$ cat config.mk
export PLATFORM = sky130hd
export DESIGN_NAME = checker_di_multi
export DESIGN_NICKNAME = d
export VERILOG_FILES = /design/src/rtl/checker_di_multi.sv
export SDC_FILE = /design/constraint.sdc
export NUM_CORES = 1
export LEC_CHECK = 0
export BUFFER_PORTS_ARGS = -buffer_cell sky130_fd_sc_hd__buf_2
export CAP_MARGIN = 20
export CORE_MARGIN = 1.5
export CORE_UTILIZATION = 30
export DETAILED_ROUTE_END_ITERATION = 6
export PLACE_DENSITY = 0.45
export RECOVER_POWER = 50
export SYNTH_ARGS = -nofsm -noshare
export SYNTH_HDL_FRONTEND = slang
export SYNTH_SLANG_ARGS = --single-unit
export TNS_END_PERCENT = 5
$ cat constraint.sdc
create_clock -name clk -period 7 [get_ports clk]
set_input_delay 1.05 -clock clk [delete_from_list [all_inputs] [get_ports clk]]
set_output_delay 1.05 -clock clk [all_outputs]
set_load 0.02 [all_outputs]
$ cat src/rtl/checker_di_multi.sv
// Multi-sample data-integrity checker for the packet builder: samples payload bytes,
// computes the expected CRC-8, then verifies the built packet. Option: CHK_DI_ERR_CNT_EN.
module checker_di_multi #(
  parameter int          ADDR_W      = 14,
  parameter int          CNT_W       = 4,
  parameter int          NUM_SAMPLES = 2,
  parameter logic [7:0]  POLY        = 8'h07,
  parameter int          HDR_BYTES   = 2
) (
  input  logic                         clk,
  input  logic                         reset,
  input  logic                         checker_en,
  input  logic                         pb_start,
  input  logic                         pb_irq_top,
  input  logic                         pb_crc_en,
  input  logic [7:0]                   pb_crc_val,
  input  logic [3:0]                   pb_data_sel,
  input  logic [CNT_W-1:0]             pb_byte_cnt,
  input  logic [ADDR_W-1:0]            pb_addr_in,
  input  logic [ADDR_W-1:0]            pb_addr_out,
  input  logic [NUM_SAMPLES*CNT_W-1:0] sample_idx,
  output logic [ADDR_W-1:0]            inmem_addr,
  input  logic [7:0]                   inmem_data,
  output logic [ADDR_W-1:0]            outmem_addr,
  input  logic [7:0]                   outmem_data,
  output logic [2:0]                   state_di,
  output logic                         busy,
  output logic                         done,
  output logic [NUM_SAMPLES-1:0]       di_err_vec,
  output logic                         di_err,
  output logic                         di_crc_err
`ifdef CHK_DI_ERR_CNT_EN
  ,
  output logic [15:0]                  pkt_cnt,
  output logic [15:0]                  di_err_cnt,
  output logic [15:0]                  crc_err_cnt
`endif
);

  localparam int CW = CNT_W + 2;

  typedef enum logic [2:0] {
    IDLE = 3'd0, SAMPLE_RD = 3'd1, CRC_CALC = 3'd2,
    WAIT_IRQ = 3'd3, OUT_RD = 3'd4, REPORT = 3'd5
  } state_t;

  state_t            state;
  logic [CW-1:0]     cnt;
  logic [CNT_W-1:0]  idx_q [NUM_SAMPLES];
  logic [7:0]        smp   [NUM_SAMPLES];
  logic [CNT_W-1:0]  byte_cnt_q;
  logic [3:0]        sel_q;
  logic [ADDR_W-1:0] addr_in_q, addr_out_q;
  logic              crc_en_q, irq_seen;
  logic [7:0]        crc_val_q, exp_crc, crc_acc, crc_fold;
  logic [NUM_SAMPLES-1:0] active;

  function automatic logic lane_used(input logic [3:0] m, input logic [CNT_W-1:0] i);
    case (m)
      4'd0:    return (i[1:0] == 2'b00);
      4'd1:    return !i[1];
      default: return 1'b1;
    endcase
  endfunction

  // Position of payload index i inside the packed output payload.
  function automatic logic [ADDR_W-1:0] lane_off(input logic [3:0] m, input logic [CNT_W-1:0] i);
    logic [ADDR_W-1:0] q;
    q = ADDR_W'(i >> 2);
    case (m)
      4'd0:    return q;
      4'd1:    return (q << 1) + ADDR_W'(i[1:0]);
      default: return ADDR_W'(i);
    endcase
  endfunction

  function automatic logic [ADDR_W-1:0] pcount(input logic [3:0] m, input logic [CNT_W-1:0] bc);
    logic [ADDR_W-1:0] q;
    q = ADDR_W'(bc >> 2);
    case (m)
      4'd0:    return q + ADDR_W'(1);
      4'd1:    return (q << 1) + (bc[1] ? ADDR_W'(2) : ADDR_W'(bc[0]) + ADDR_W'(1));
      default: return ADDR_W'(bc) + ADDR_W'(1);
    endcase
  endfunction

  function automatic logic [7:0] crc8(input logic [7:0] c, input logic [7:0] d);
    logic [7:0] r;
    r = c ^ d;
    for (int b = 0; b < 8; b++) r = r[7] ? ((r << 1) ^ POLY) : (r << 1);
    return r;
  endfunction

  assign state_di = state;
  assign busy     = (state != IDLE);

  always_comb begin
    for (int k = 0; k < NUM_SAMPLES; k++)
      active[k] = (idx_q[k] <= byte_cnt_q) && lane_used(sel_q, idx_q[k]);
    crc_fold = crc_acc;
    if (cnt != '0 && lane_used(sel_q, CNT_W'(cnt - 1'b1)))
      crc_fold = crc8(crc_acc, inmem_data);
  end

  always_comb begin
    inmem_addr  = '0;
    outmem_addr = '0;
    case (state)
      SAMPLE_RD:
        for (int k = 0; k < NUM_SAMPLES; k++)
          if (cnt == CW'(k)) inmem_addr = addr_in_q + ADDR_W'(idx_q[k]);
      CRC_CALC:
        if (cnt <= CW'(byte_cnt_q)) inmem_addr = addr_in_q + ADDR_W'(cnt);
      OUT_RD: begin
        for (int k = 0; k < NUM_SAMPLES; k++)
          if (cnt == CW'(k))
            outmem_addr = addr_out_q + ADDR_W'(HDR_BYTES) + lane_off(sel_q, idx_q[k]);
        if (cnt == CW'(NUM_SAMPLES))
          outmem_addr = addr_out_q + ADDR_W'(HDR_BYTES) + pcount(sel_q, byte_cnt_q);
      end
      default: ;
    endcase
  end

  always_ff @(posedge clk) begin
    if (reset) begin
      state <= IDLE; cnt <= '0; byte_cnt_q <= '0; sel_q <= '0;
      addr_in_q <= '0; addr_out_q <= '0; crc_en_q <= 1'b0; crc_val_q <= '0;
      exp_crc <= '0; crc_acc <= '0; irq_seen <= 1'b0; done <= 1'b0;
      di_err_vec <= '0; di_err <= 1'b0; di_crc_err <= 1'b0;
      for (int k = 0; k < NUM_SAMPLES; k++) begin
        idx_q[k] <= '0;
        smp[k]   <= '0;
      end
`ifdef CHK_DI_ERR_CNT_EN
      pkt_cnt <= '0; di_err_cnt <= '0; crc_err_cnt <= '0;
`endif
    end else begin
      done <= 1'b0;
      if (state != IDLE && pb_irq_top) irq_seen <= 1'b1;
      case (state)
        IDLE:
          if (pb_start && checker_en) begin
            for (int k = 0; k < NUM_SAMPLES; k++) idx_q[k] <= sample_idx[k*CNT_W +: CNT_W];
            byte_cnt_q <= pb_byte_cnt; sel_q <= pb_data_sel;
            addr_in_q <= pb_addr_in; addr_out_q <= pb_addr_out;
            crc_en_q <= pb_crc_en; crc_val_q <= pb_crc_val;
            di_err_vec <= '0; di_err <= 1'b0; di_crc_err <= 1'b0;
            cnt <= '0;
            state <= SAMPLE_RD;
          end
        SAMPLE_RD: begin
          for (int k = 0; k < NUM_SAMPLES; k++)
            if (cnt == CW'(k + 1)) smp[k] <= inmem_data;
          if (cnt == CW'(NUM_SAMPLES)) begin
            cnt <= '0; crc_acc <= '0;
            if (crc_en_q) state <= CRC_CALC;
            else begin
              exp_crc <= crc_val_q;
              state   <= WAIT_IRQ;
            end
          end else cnt <= cnt + 1'b1;
        end
        CRC_CALC: begin
          crc_acc <= crc_fold;
          if (cnt == CW'(byte_cnt_q) + CW'(1)) begin
            exp_crc <= crc_fold; cnt <= '0; state <= WAIT_IRQ;
          end else cnt <= cnt + 1'b1;
        end
        WAIT_IRQ:
          if (irq_seen || pb_irq_top) begin
            cnt <= '0; state <= OUT_RD;
          end
        OUT_RD: begin
          for (int k = 0; k < NUM_SAMPLES; k++)
            if (cnt == CW'(k + 1) && active[k] && outmem_data != smp[k]) di_err_vec[k] <= 1'b1;
          if (cnt == CW'(NUM_SAMPLES + 1)) begin
            di_crc_err <= (outmem_data != exp_crc);
            di_err     <= |di_err_vec;
            done       <= 1'b1;
            state      <= REPORT;
          end else cnt <= cnt + 1'b1;
        end
        REPORT: begin
          irq_seen <= 1'b0;
          state    <= IDLE;
`ifdef CHK_DI_ERR_CNT_EN
          if (pkt_cnt != 16'hFFFF) pkt_cnt <= pkt_cnt + 16'd1;
          if (di_err && di_err_cnt != 16'hFFFF) di_err_cnt <= di_err_cnt + 16'd1;
          if (di_crc_err && crc_err_cnt != 16'hFFFF) crc_err_cnt <= crc_err_cnt + 16'd1;
`endif
        end
        default: state <= IDLE;
      endcase
    end
  end

endmodule

# Word level (Yosys, flattened, before mapping)

Memory sizes are Yosys's and may differ from the RTL's.
Index checks and enable logic that the tools add are counted.
Widths: inputs -> output; s select.

Add/subtract/negate cells: 16
Order comparisons: 3
Equality and inequality tests: 22
Muxes and demuxes: 77
Bitwise gates (word level): 14
Reduce and logical (&&, ||, !) cells: 35

Operators with widths:

| cell                  | count |
|---|---|
| $mux 14               | 13 |
| $mux 8                | 7 |
| $add 14x14->14        | 3 |
| $mux 3                | 13 |
| $pmux 8 s2            | 2 |
| $mux 6                | 5 |
| $pmux 6 s5            | 1 |
| $add 14x4->14         | 2 |
| $pmux 14 s2           | 1 |
| $ne 8x8->1            | 3 |
| $not 3->3             | 8 |
| $mux 1                | 21 |
| $ne 2x2->1 const B    | 9 |
| $pmux 4 s2            | 2 |
| $pmux 3 s5            | 1 |
| $add 14x2->14 const B | 1 |
| $add 14x6->14         | 1 |
| $add 3x2->4           | 3 |
| $eq 6x2->1 const B    | 2 |
| $add 4x1->5 const B   | 2 |
| $pmux 1 s2            | 5 |
| $pmux 5 s2            | 1 |
| $logic_and 1x1->1     | 9 |
| $reduce_and 3->1      | 3 |
| 32 further kinds      | 49 |

Flip-flop bits (word level): 76
RAM bits: 24
Output and inout port bits: 37
Word-level logic and storage cells: 185
Memories: 2

Memories:

| name  | words | bits a word | rd ports | clocked after memory_dff | write ports | line | RTL |
|---|---|---|---|---|---|---|---|
| smp   | 2     | 8           | 2        | 0                        | 2           | 50   | `logic [7:0] smp [NUM_SAMPLES];` |
| idx_q | 2     | 4           | 2        | 0                        | 2           | 49   | `logic [CNT_W-1:0] idx_q [NUM_SAMPLES];` |

# Logic depth before layout (Yosys ltp)

Depth after elaboration: 20
Depth in mapped cells: 16
Mapped depth without buffers: 15

# Worst setup path before layout

No wires, ideal clock.

Kind: flip-flop to output port
Start point: register sel_q[0]
End point: output outmem_addr[12]
Arrival time: 3.133 ns
Data required time: 5.950 ns
Path slack: 2.817 ns
Cell stages (with the launch flop): 16
Path buffers: 3
Cell sequence: dfxtp_1 clkbuf_1 clkbuf_1 nor2_1 o21ai_0 ha_1 inv_1 fa_1 inv_1 a21oi_1 o21bai_1 and3b_1 buf_2 a41o_1 a31oi_1 a221oi_2

Longest elaborated chain between the ends: 9
Elaborated cells between the ends (all ways): 18

Ends and longest elaborated chain:

| element                                              | line   | RTL |
|---|---|---|
| start, declared                                      | 52     | `logic [3:0] sel_q;` |
| start signal, assigned                               | 145    | `byte_cnt_q <= pb_byte_cnt; sel_q <= pb_data_sel;` |
| $eq 4x1->1 / $logic_not 4->1 (equally long branches) | 70, 80 |  |
| $pmux 4 s2                                           | 70     | `case (m)` |
| $mux 14                                              | 116    | `if (cnt == CW'(k))` |
| $mux 14                                              | 108    | `case (state)` |
| $add 14x14->14                                       | 117    | `outmem_addr = addr_out_q + ADDR_W'(HDR_BYTES) + lane_off(sel_q, idx_q[k]);` |
| $mux 14 (2 in a row)                                 | 116    |  |
| $mux 14 (*)                                          | 118    | `if (cnt == CW'(NUM_SAMPLES))` |
| $mux 14 (*)                                          | 108    |  |
| end, declared                                        | 24     | `output logic [ADDR_W-1:0] outmem_addr,` |

Mark *: on every way between the ends. The rest lies on a longest branch, timed or not. The select of a mux whose other input is x is not followed.

==> flow_metrics.py <==
metrics = {
    "global_route": {
        "grt_overflow": 0,
        "grt_pass1_wl_um": 40980,
        "grt_antenna_before_repair": 0,
        "track_usage": 0.1873,
        "grt_start_max_net_pins": 75,
        "first_global_vias": 7164,
    },
    "routing": {
        "detailedRoute.firstIterationViolations": 430,
        "vias": 7505,
        "routed_wire_length_per_instance_um": 18.44,
        "drt_pass1_iterations": 4,
        "detail_route.wirelength_um": 26390,
        "drt.antenna.violating_nets": 0,
        "vias_per_cell": 5.245,
        "drt_drc_violations_left": 0,
    },
    "layout": {
        "insertedDiodeCount": 0,
        "area_grow_syn2layout_pct": 13.30,
        "finish.net_count": 1219,
        "drive_gt1_frac": 0.1422,
        "design_area_um2": 9209,
        "finalCoreUtilization": 0.3436,
    },
    "run_status": {
        "failed_checks": "max-capacitance violations, max-slew violations",
        "outcome": "finished, violations left",
    },
    "sta": {
        "slew_viol_final": 75,
        "fmaxAchievable_ghz": 0.1798,
        "period_share": 0.7946,
        "final_skew_ns": 0.01134,
        "setup-tns-final_ns": 0,
        "rsz0062_at_grt": "no",
        "timing.max_slew.rel_slack": -1.430,
        "tightestPinTransition_ns": 3.645,
        "period_needed_ns": 5.563,
        "setup_viol": 0,
        "hold_viol": 0,
    },
    "run": {
        "max_cap_violations": 1,
    },
    "yosys": {
        "syn_avg_cell_area_um2": 8.000,
        "synth-edff-count": 24,
        "post-synth-top-area-fraction": 0.1872,
        "synth_cells": 1016,
        "post_synth_main_area_contributors": "sky130_fd_sc_hd__dfxtp_1 19%, sky130_fd_sc_hd__edfxtp_1 8.9%, sky130_fd_sc_hd__ha_1 8.3%",
        "synth-seq-area-share": 0.2759,
        "synth_flop_cell": "sky130_fd_sc_hd__dfxtp_1",
        "ys_types": 83,
        "yosysMostFrequentCell": "sky130_fd_sc_hd__nand2_1",
        "yosys_register_bits": 100,
        "synth.top_cells.by_count": "152 x sky130_fd_sc_hd__nand2_1, 112 x sky130_fd_sc_hd__a21oi_1, 76 x sky130_fd_sc_hd__dfxtp_1, 62 x sky130_fd_sc_hd__nor2_1, 54 x sky130_fd_sc_hd__ha_1",
        "synthesis.area_um2": 8128,
        "async_reset_ff_frac": 0,
        "postSynthNetCount": 1150,
        "synth.yosys.warnings": 0,
        "netlist.top_cell.by_area": "sky130_fd_sc_hd__dfxtp_1",
    },
    "clocking": {
        "ctsHtreeMaxLevel": 3,
        "cts.hold.buffers_added": 0,
        "clock-sinks": 100,
        "cts_tree": "done",
        "tritoncts.num_buffers": 9,
        "post_cts_resized": 0,
        "ctsRootBufferMaster": "sky130_fd_sc_hd__clkbuf_16",
        "worst_setup_hold_path_clk_slew_ns": 0.08,
        "clk-insertion-delay-late_ns": 0.37,
        "cts_buffer_depth": 2,
        "cts.repair_timing.setup_buffer_count": 0,
    },
    "floorplanning": {
        "io_pins": 111,
        "x_dimension_of_the_die_um": 167.6,
        "fp.coreArea_um2": 26800,
        "placement_rows": 60,
        "die_h_um": 167.6,
        "initial_utilization": 0.3033,
        "die_area_um2": 28090,
    },
    "pwr": {
        "power_density_nw_per_um2": 277.1,
        "p_leak_nw": 3.682,
        "ir_drop_mv": 0.1692,
    },
    "setup_path": {
        "cp_max_fo": 74,
        "criticalPathCategory": "in -> reg",
        "worst_setup_ep_type": "flop",
        "timing.critical_path.required_ns": 7.01,
        "crit_path_start_kind": "primary input",
        "arrival_ns": 5.58,
    },
    "placed_design": {
        "postPlaceCellArea_um2": 8916,
        "portBuffers": 110,
        "place.gp.congestion": 0.8046,
        "detailedPlacementHpwl_um": 20040,
    },
    "worst_hold_path": {
        "min-delay-path-class": "reg -> reg",
    },
}
## placed cells by master (no fill, tap or decap), drive strengths merged, types with 6 or more instances in the layout
cell type,count
o31ai,8
mux2i,12
clkbuf,20
nand3,21
fa,6
or2,7
dfxtp,76
and2,16
nor3,30
and3,15
ha,54
nand4,10
a31oi,7
a21o,12
o221ai,7
a211oi,21
edfxtp,24
nor2,63
a21oi,113
or3,6
nand2,154
o22ai,13
o211ai,8
xnor2,46
xor2,44
inv,36
nand2b,11
nor2b,9
buf,109
o21ai,55
nor4,9
## report_power, final
group,internal (mW),switching (mW)
logic,0.430,0.785
clock network,0.259,0.285
registers,0.673,0.120
## critical path, stage by stage
cell and delay [ns]:
sky130_fd_sc_hd__buf_2 0.07, sky130_fd_sc_hd__clkbuf_1 2.53, sky130_fd_sc_hd__inv_1 1.10, sky130_fd_sc_hd__o21ai_0 0.29, sky130_fd_sc_hd__clkbuf_1 0.44
## through the flow
step	total power [mW]	setup WS (ns)	hold slack, ns	std cells
2_1_floorplan	1.652	2.817	0.4312	1016
3_3_place_gp	2.027	2.369	0.4455	1415
3_5_place_dp	2.025	2.338	0.4431	1415
4_1_cts	2.581	1.917	0.4543	1431
5_1_grt	2.744	0.8656	0.4818	1431
6_report	2.552	1.438	0.4527	1431
## state kept, by name (all words and copies together) (netlist names), 4 cells and up
register    count
addr_in_q      14
addr_out_q     14
byte_cnt_q      4
cnt             6
crc_acc         8
crc_val_q       8
exp_crc         8
idx_q           8
sel_q           4
smp            16
## path summary, 6_finish.rpt
check | start | to | slack, ns | cells past startpoint
max reg2reg | cnt[5]$_SDFFE_PP0P_ | smp[0][15]$_DFFE_PP_ | 3.71 | 5
max | reset | smp[0][12]$_DFFE_PP_ | 1.44 | 5
min | crc_val_q[2]$_SDFFE_PP0P_ | crc_val_q[2]$_SDFFE_PP0P_ | 0.45 | 2
min reg2reg | crc_val_q[2]$_SDFFE_PP0P_ | crc_val_q[2]$_SDFFE_PP0P_ | 0.45 | 2
## cell type report
class | count | area [µm²]
Timing Repair Buffer | 120 | 606.8
Fill cell | 2897 | 17590
Inverter | 32 | 120.1
Multi-Input combinational cell | 822 | 5502
Sequential cell | 100 | 2242
Clock buffer | 9 | 225.2
Clock inverter | 7 | 86.33
Tap cell | 341 | 426.7
## per-layer routing
metal  vias up  GRT usage  share of wire
met2       149     0.3114           0.46
met5         -          0              0
met1      3576     0.2568           0.49
li1       3763          -              -
met4         0    0.04269          0.012
met3        17    0.02553          0.032
## cells by family after synthesis
family                   count (synthesis)  share of synthesized area
flip-flops                             100                     0.2759
buffers and inverters                   94                    0.04819
AO/OA/AOI/OAI                          288                     0.2238
multiplexers                            13                    0.01616
AND/OR/NAND/NOR                        365                     0.2223
XOR/XNOR                                96                     0.1158
adder cells (fa/ha/maj)                 60                    0.09791
No activity file was read; power rests on OpenSTA's default activity.
